--- config.mk ---
export PLATFORM = sky130hd
export DESIGN_NAME = branch_resolve_unit_flat
export DESIGN_NICKNAME = d
export VERILOG_FILES = /design/src/rtl/branch_pkg.sv /design/src/rtl/branch_resolve_unit_if.sv /design/src/rtl/branch_resolve_unit_status_reg.sv /design/src/rtl/branch_resolve_unit.sv /design/src/flat_wrapper.sv
export SDC_FILE = /design/constraint.sdc
export NUM_CORES = 1
export LEC_CHECK = 0
export BUFFER_PORTS_ARGS = -buffer_cell sky130_fd_sc_hd__clkbuf_2
export CORE_ASPECT_RATIO = 1.1
export CORE_MARGIN = 10
export CORE_UTILIZATION = 35
export DETAILED_ROUTE_END_ITERATION = 10
export PLACE_DENSITY = 0.67
export SYNTH_ARGS = -nofsm -noshare
export SYNTH_HDL_FRONTEND = slang
export SYNTH_HIERARCHICAL = 1
export SYNTH_SLANG_ARGS = --single-unit
--- constraint.sdc ---
create_clock -name clk -period 2.1 [get_ports clk]
set_clock_uncertainty 0.05 [all_clocks]
set_input_delay 0.42 -clock clk [delete_from_list [all_inputs] [get_ports clk]]
set_output_delay 0.42 -clock clk [all_outputs]
set_load 0.1 [all_outputs]
--- src/rtl/branch_pkg.sv ---
// Shared branch definitions: condition codes, resolve FSM states and the
// condition evaluator used by the branch resolve unit.
package branch_pkg;

    typedef enum logic [2:0] {
        B   = 3'b000,
        BEQ = 3'b001,
        BNE = 3'b010,
        BLT = 3'b011,
        BLE = 3'b100
    } cond_e;

    typedef enum logic [1:0] {
        IDLE   = 2'd0,
        EVAL   = 2'd1,
        UPDATE = 2'd2
    } state_e;

    // Returns {taken, illegal}; unrecognised codes are never taken.
    function automatic logic [1:0] cond_taken(input logic [2:0] cond,
                                              input logic n,
                                              input logic v,
                                              input logic z);
        logic [1:0] r;
        r = 2'b00;
        case (cond_e'(cond))
            B:       r = 2'b10;
            BEQ:     r = {z, 1'b0};
            BNE:     r = {~z, 1'b0};
            BLT:     r = {n ^ v, 1'b0};
            BLE:     r = {(n ^ v) | z, 1'b0};
            default: r = 2'b01;
        endcase
        return r;
    endfunction

endpackage

--- src/rtl/branch_resolve_unit_if.sv ---
// Branch request channel between the controller FSM (master) and the
// branch resolve unit (slave).
interface branch_resolve_unit_if;
    // A request transfers on a rising edge where br_valid && br_ready; the
    // master holds br_cond/br_imm8 stable while br_valid is high and ready is low.
    // done/taken/illegal form a one-cycle result pulse; taken/illegal are 0 otherwise.
    logic       br_valid;
    logic       br_ready;
    logic [2:0] br_cond;
    logic [7:0] br_imm8;
    logic       done;
    logic       taken;
    logic       illegal;

    modport master (
        output br_valid, br_cond, br_imm8,
        input  br_ready, done, taken, illegal
    );

    modport slave (
        input  br_valid, br_cond, br_imm8,
        output br_ready, done, taken, illegal
    );
endinterface

--- src/rtl/branch_resolve_unit_status_reg.sv ---
// N/V/Z status register with load enable and synchronous reset; shared with
// the datapath.
module status_reg (
    input  logic clk,
    input  logic reset,
    input  logic load_s,
    input  logic n_in,
    input  logic v_in,
    input  logic z_in,
    output logic n_out,
    output logic v_out,
    output logic z_out
);
    always_ff @(posedge clk) begin
        if (reset) begin
            n_out <= 1'b0;
            v_out <= 1'b0;
            z_out <= 1'b0;
        end else if (load_s) begin
            n_out <= n_in;
            v_out <= v_in;
            z_out <= z_in;
        end
    end
endmodule

--- src/rtl/branch_resolve_unit.sv ---
// Branch resolve unit: owns the PC and the status flags, resolves branch
// requests in IDLE -> EVAL -> UPDATE. Optional macro BRANCH_STATS_EN adds a
// saturating taken-branch counter.
module branch_resolve_unit
    import branch_pkg::*;
#(
    parameter int              PC_W     = 9,
    parameter logic [PC_W-1:0] RESET_PC = '0
) (
    input  logic                 clk,
    input  logic                 reset,
    branch_resolve_unit_if.slave br,
    input  logic                 load_s,
    input  logic                 n_in,
    input  logic                 v_in,
    input  logic                 z_in,
    input  logic                 pc_inc,
    output logic [PC_W-1:0]      pc_out,
    output logic                 n_out,
    output logic                 v_out,
    output logic                 z_out,
    output logic [15:0]          taken_count,
    output state_e               dbg_state
);
    state_e          state;
    logic [2:0]      cond_q;
    logic [7:0]      imm_q;
    logic [PC_W-1:0] pc_q;
    logic [PC_W-1:0] target_q;
    logic            taken_q;
    logic            illegal_q;
    logic            done_q;

    logic [1:0]      eval_res;
    logic [PC_W-1:0] pc_plus1;
    logic [PC_W-1:0] imm_ext;
    logic [PC_W-1:0] target;

    status_reg u_status (
        .clk    (clk),
        .reset  (reset),
        .load_s (load_s),
        .n_in   (n_in),
        .v_in   (v_in),
        .z_in   (z_in),
        .n_out  (n_out),
        .v_out  (v_out),
        .z_out  (z_out)
    );

    // Flags are read as registered, so a load landing on the EVAL edge is not seen.
    assign eval_res = cond_taken(cond_q, n_out, v_out, z_out);
    assign pc_plus1 = pc_q + {{(PC_W-1){1'b0}}, 1'b1};
    assign imm_ext  = PC_W'($signed(imm_q));
    assign target   = pc_plus1 + imm_ext;

    always_ff @(posedge clk) begin
        if (reset) begin
            state     <= IDLE;
            pc_q      <= RESET_PC;
            cond_q    <= 3'b000;
            imm_q     <= 8'h00;
            target_q  <= '0;
            taken_q   <= 1'b0;
            illegal_q <= 1'b0;
            done_q    <= 1'b0;
        end else begin
            done_q    <= 1'b0;
            taken_q   <= 1'b0;
            illegal_q <= 1'b0;
            case (state)
                IDLE: begin
                    if (br.br_valid) begin
                        cond_q <= br.br_cond;
                        imm_q  <= br.br_imm8;
                        state  <= EVAL;
                    end else if (pc_inc) begin
                        pc_q <= pc_plus1;
                    end
                end
                EVAL: begin
                    taken_q   <= eval_res[1];
                    illegal_q <= eval_res[0];
                    target_q  <= target;
                    done_q    <= 1'b1;
                    state     <= UPDATE;
                end
                UPDATE: begin
                    pc_q  <= taken_q ? target_q : pc_plus1;
                    state <= IDLE;
                end
                default: state <= IDLE;
            endcase
        end
    end

    assign br.br_ready = (state == IDLE);
    assign br.done     = done_q;
    assign br.taken    = taken_q;
    assign br.illegal  = illegal_q;
    assign pc_out      = pc_q;
    assign dbg_state   = state;

`ifdef BRANCH_STATS_EN
    logic [15:0] taken_cnt_q;

    always_ff @(posedge clk) begin
        if (reset) begin
            taken_cnt_q <= 16'h0000;
        end else if (done_q && taken_q && (taken_cnt_q != 16'hFFFF)) begin
            taken_cnt_q <= taken_cnt_q + 16'h0001;
        end
    end

    assign taken_count = taken_cnt_q;
`else
    assign taken_count = 16'h0000;
`endif

endmodule

--- src/flat_wrapper.sv ---
// flat-port wrapper written by rule: the top's interface ports become plain ports
module branch_resolve_unit_flat import branch_pkg::*;
#(
    parameter int              PC_W     = 9,
    parameter logic [PC_W-1:0] RESET_PC = '0
)
  (clk, reset, load_s, n_in, v_in, z_in, pc_inc, pc_out, n_out, v_out, z_out, taken_count, dbg_state, br_br_valid, br_br_cond, br_br_imm8, br_br_ready, br_done, br_taken, br_illegal);
  branch_resolve_unit_if br_i ();
  input  logic clk;
  input  logic reset;
  input  logic load_s;
  input  logic n_in;
  input  logic v_in;
  input  logic z_in;
  input  logic pc_inc;
  output logic [PC_W-1:0] pc_out;
  output logic n_out;
  output logic v_out;
  output logic z_out;
  output logic [15:0] taken_count;
  output state_e dbg_state;
  input wire logic [$bits(br_i.br_valid)-1:0] br_br_valid;
  input wire logic [$bits(br_i.br_cond)-1:0] br_br_cond;
  input wire logic [$bits(br_i.br_imm8)-1:0] br_br_imm8;
  output wire logic [$bits(br_i.br_ready)-1:0] br_br_ready;
  output wire logic [$bits(br_i.done)-1:0] br_done;
  output wire logic [$bits(br_i.taken)-1:0] br_taken;
  output wire logic [$bits(br_i.illegal)-1:0] br_illegal;
  assign br_i.br_valid = br_br_valid;
  assign br_i.br_cond = br_br_cond;
  assign br_i.br_imm8 = br_br_imm8;
  assign br_br_ready = br_i.br_ready;
  assign br_done = br_i.done;
  assign br_taken = br_i.taken;
  assign br_illegal = br_i.illegal;
  branch_resolve_unit #(.PC_W(PC_W), .RESET_PC(RESET_PC)) u_core (.clk(clk), .reset(reset), .br(br_i), .load_s(load_s), .n_in(n_in), .v_in(v_in), .z_in(z_in), .pc_inc(pc_inc), .pc_out(pc_out), .n_out(n_out), .v_out(v_out), .z_out(z_out), .taken_count(taken_count), .dbg_state(dbg_state));
endmodule
==> results.md <==
- Top cells by area, synth: dfxtp_1 (36%), nand2_1 (7.9%), a21oi_1 (7.9%)
- Clock buffer count from CTS: 5
- Pwr dens: 705 nW/um^2
- Row cnt: 29
- Worst R2R End: u_core/target_q[7]$_SDFFE_PP0P_
- Peak Freq: 457 MHz
- Fin Setup TNS: -89.2 ps
- CP startpoint kind: flip-flop
- Initial Utilization: 0.358
- Count of maximum capacitance violations: 0
- TritonCTS sink count: 37
- Routed Antenna Nets: 0
- Fin worst setup slack: -89.2 ps
- Slew Limit Fails: 0
- Total iterations of the first detailed-routing run: 4
- Critical Path AT: 2290 ps
- Synth cell types: 40
- Status: finished, violations left
- Crit. Startpoint: u_core/pc_out[1]$_SDFFE_PP0P_
- Leakage power: 1.13 nW
- Violated checks: negative setup slack
- Syn-to-layout area delta: 26.2%
- Period minus WS final: 2190 ps
- Root cell of the clock tree: clkbuf_8
- Top-area cell type share of the netlist area: 0.363
- Number of synthesis warnings: 6
- Nets: 336
- Total Routing Usage GR: 0.116
- Setup violators final: 1
- CTS tree: yes
- Die area: 9280 sq um
- DRC viols: 0
- Last element of the critical path: u_core/target_q[7]$_SDFFE_PP0P_
- Most numerous cell in the Yosys netlist: nand2_1
- WL final: 5000 um
- Avg Inst Size Synth: 7.97 sq um
- Synthesized area: 2040 sq um
- Critical path type: flip-flop to flip-flop
- EDFF count, synth: 0
- Max rail drop VDD: 0.441 mV
- GRT overflow: 0
- Synth area leader: dfxtp_1
- Placer Congestion: 0.852
- Clk buf depth: 2
- Worst-path clk slew: 70 ps
- Register area share after synthesis: 0.363
- Largest net degree at the start of global routing: 20
- Overall power: 0.00181 W
- DIE HEIGHT: 100 um
- Dpl cells: 376
- Vias/cell: 4.72
- Post-synth top cells: nand2_1 (43), dfxtp_1 (37), a21oi_1 (32), nor2_1 (21), buf_4 (16)
- Initial DRC count: 78
- Final cell count without fillers: 384
- Final hold viol count: 0
- Worst setup EP type: flip-flop
- DR WL/cell: 13.0 um
- Port bufs: 36
- Dpl hpwl: 3880 um
- DR vias: 1812
- Ys async rst share: 0
- Crit Path Max Fanout: 3
- Synth Instances: 256
- HP Class: input pin to flip-flop
- Core footprint: 5700 sq um
- RSZ-0062 raised after global routing: yes
- Antenna violations before repair: 0
- Flops & latches, synth: 37
- Vias in the first global route: 1908
- Critical path required time: 2210 ps
- Share of cells above drive strength 1: 0.277
- # IOs: 53
- Reg2reg start: u_core/pc_out[1]$_SDFFE_PP0P_
- H-tree depth: 2
- Worst-margin pin slew: 574 ps
- Reg2Reg Depth: 10
- First-pass GRT wire length: 8920 um
- Primary FF master, synth: dfxtp_1
- Crit share post-route: 1.04
- N_diodes: 0
- Die width: 92.8 um
- Relative slew slack: 0.617
- R2R Setup Slk: -90 ps
- Clk_lat worst skew: 290 ps
## kinds of logic (layout without fill, tap and decap cells)
logic type,after synthesis,after routing,synth area share
DFF,37,37,0.363
muxes,5,5,0.0245
AOI/OAI and AO/OA,61,61,0.173
and+or+nand+nor,91,91,0.204
other,1,16,0.00184
adders and majority gates,11,11,0.0712
buffers and inverters,35,71,0.0982
xor gates and xnor gates,15,15,0.0644
## placed cells by master (no fill, tap or decap), drive strengths merged, types with 4 or more instances in the layout
cell type	instances
xnor2	8
ha	10
dfxtp	37
clkbuf	43
buf	18
nor2	21
nand3	5
o21ai	12
conb	16
mux2i	5
inv	9
and3	4
xor2	7
a21oi	32
nand2	43
## critical path: stages, from the launching register on
cell and delay (ps):
dfxtp_4 370, ha_4 130, and3_4 200, nand3_2 80, xnor2_1 150, ha_2 200, or3_4 350, nor3_1 220
nor3_2 80, xnor2_1 140, a21oi_1 80
## metal layers
| layer | wire length [um] | GRT usage | up-vias |
|---|---|---|---|
| met1 | 2280 | 0.137 | 823 |
| met2 | 2310 | 0.188 | 46 |
| li1 | - | - | 937 |
| met4 | 62 | 0.0356 | 0 |
| met3 | 340 | 0.0440 | 6 |
| met5 | 0 | 0 | - |
## worst min-delay path by stage
stage / from / to / depth (start not counted)
6_report: br_br_cond[0] / u_core/cond_q[0]$_SDFFE_PP0P_ / 3
3_5_place_dp: u_core/target_q[0]$_SDFFE_PP0P_ / u_core/target_q[0]$_SDFFE_PP0P_ / 2
5_1_grt: br_br_cond[2] / u_core/cond_q[2]$_SDFFE_PP0P_ / 3
3_3_place_gp: u_core/target_q[2]$_SDFFE_PP0P_ / u_core/target_q[2]$_SDFFE_PP0P_ / 2
2_1_floorplan: u_core/target_q[2]$_SDFFE_PP0P_ / u_core/target_q[2]$_SDFFE_PP0P_ / 2
4_1_cts: br_br_cond[0] / u_core/cond_q[0]$_SDFFE_PP0P_ / 3
## final cells by class
cell class	count	area, sq um
Clock buffer	7	119
Inverter	9	33.8
Clock inverter	1	5.00
Multi-Input combinational cell	199	1240
Timing Repair Buffer	54	315
Tap cell	77	96.3
Fill cell	593	3120
Sequential cell	37	768
## sequential cells by signal, summed over array words and instances, names as in the netlist
signal,count
u_core/imm_q,8
u_core/u_status/v_out,1
u_core/br.taken,1
u_core/cond_q,3
u_core/pc_out,9
u_core/target_q,9
u_core/br.done,1
u_core/u_status/n_out,1
u_core/dbg_state,2
u_core/u_status/z_out,1
u_core/br.illegal,1
## metrics by stage
stage,instance area (sq um),hold WS [ps],worst slack (ps),utilization
after floorplan,2170,382,-283,-
after global placement,2410,397,-36.4,0.423
after detailed placement,2410,406,-73.6,0.423
after CTS,2550,278,-88.7,0.448
after global routing,2570,289,-214,0.452
final,2570,291,-89.2,0.452
## power breakdown
part           internal, W  leakage [nW]  total [W]  switching, W
combinational    0.0000968         0.758   0.000426      0.000329
clock             0.000376        0.0645   0.000632      0.000256
sequential        0.000728         0.308   0.000756     0.0000277
## what timing repair did
item | CTS | global route
gates resized for setup | 2 | 4
hold buffers | 0 | 0
setup buffers | 0 | 0
pin swaps | 1 | 0
setup endpoints to repair | 1 | 5
Note: power is estimated with default switching activity, not from simulation.
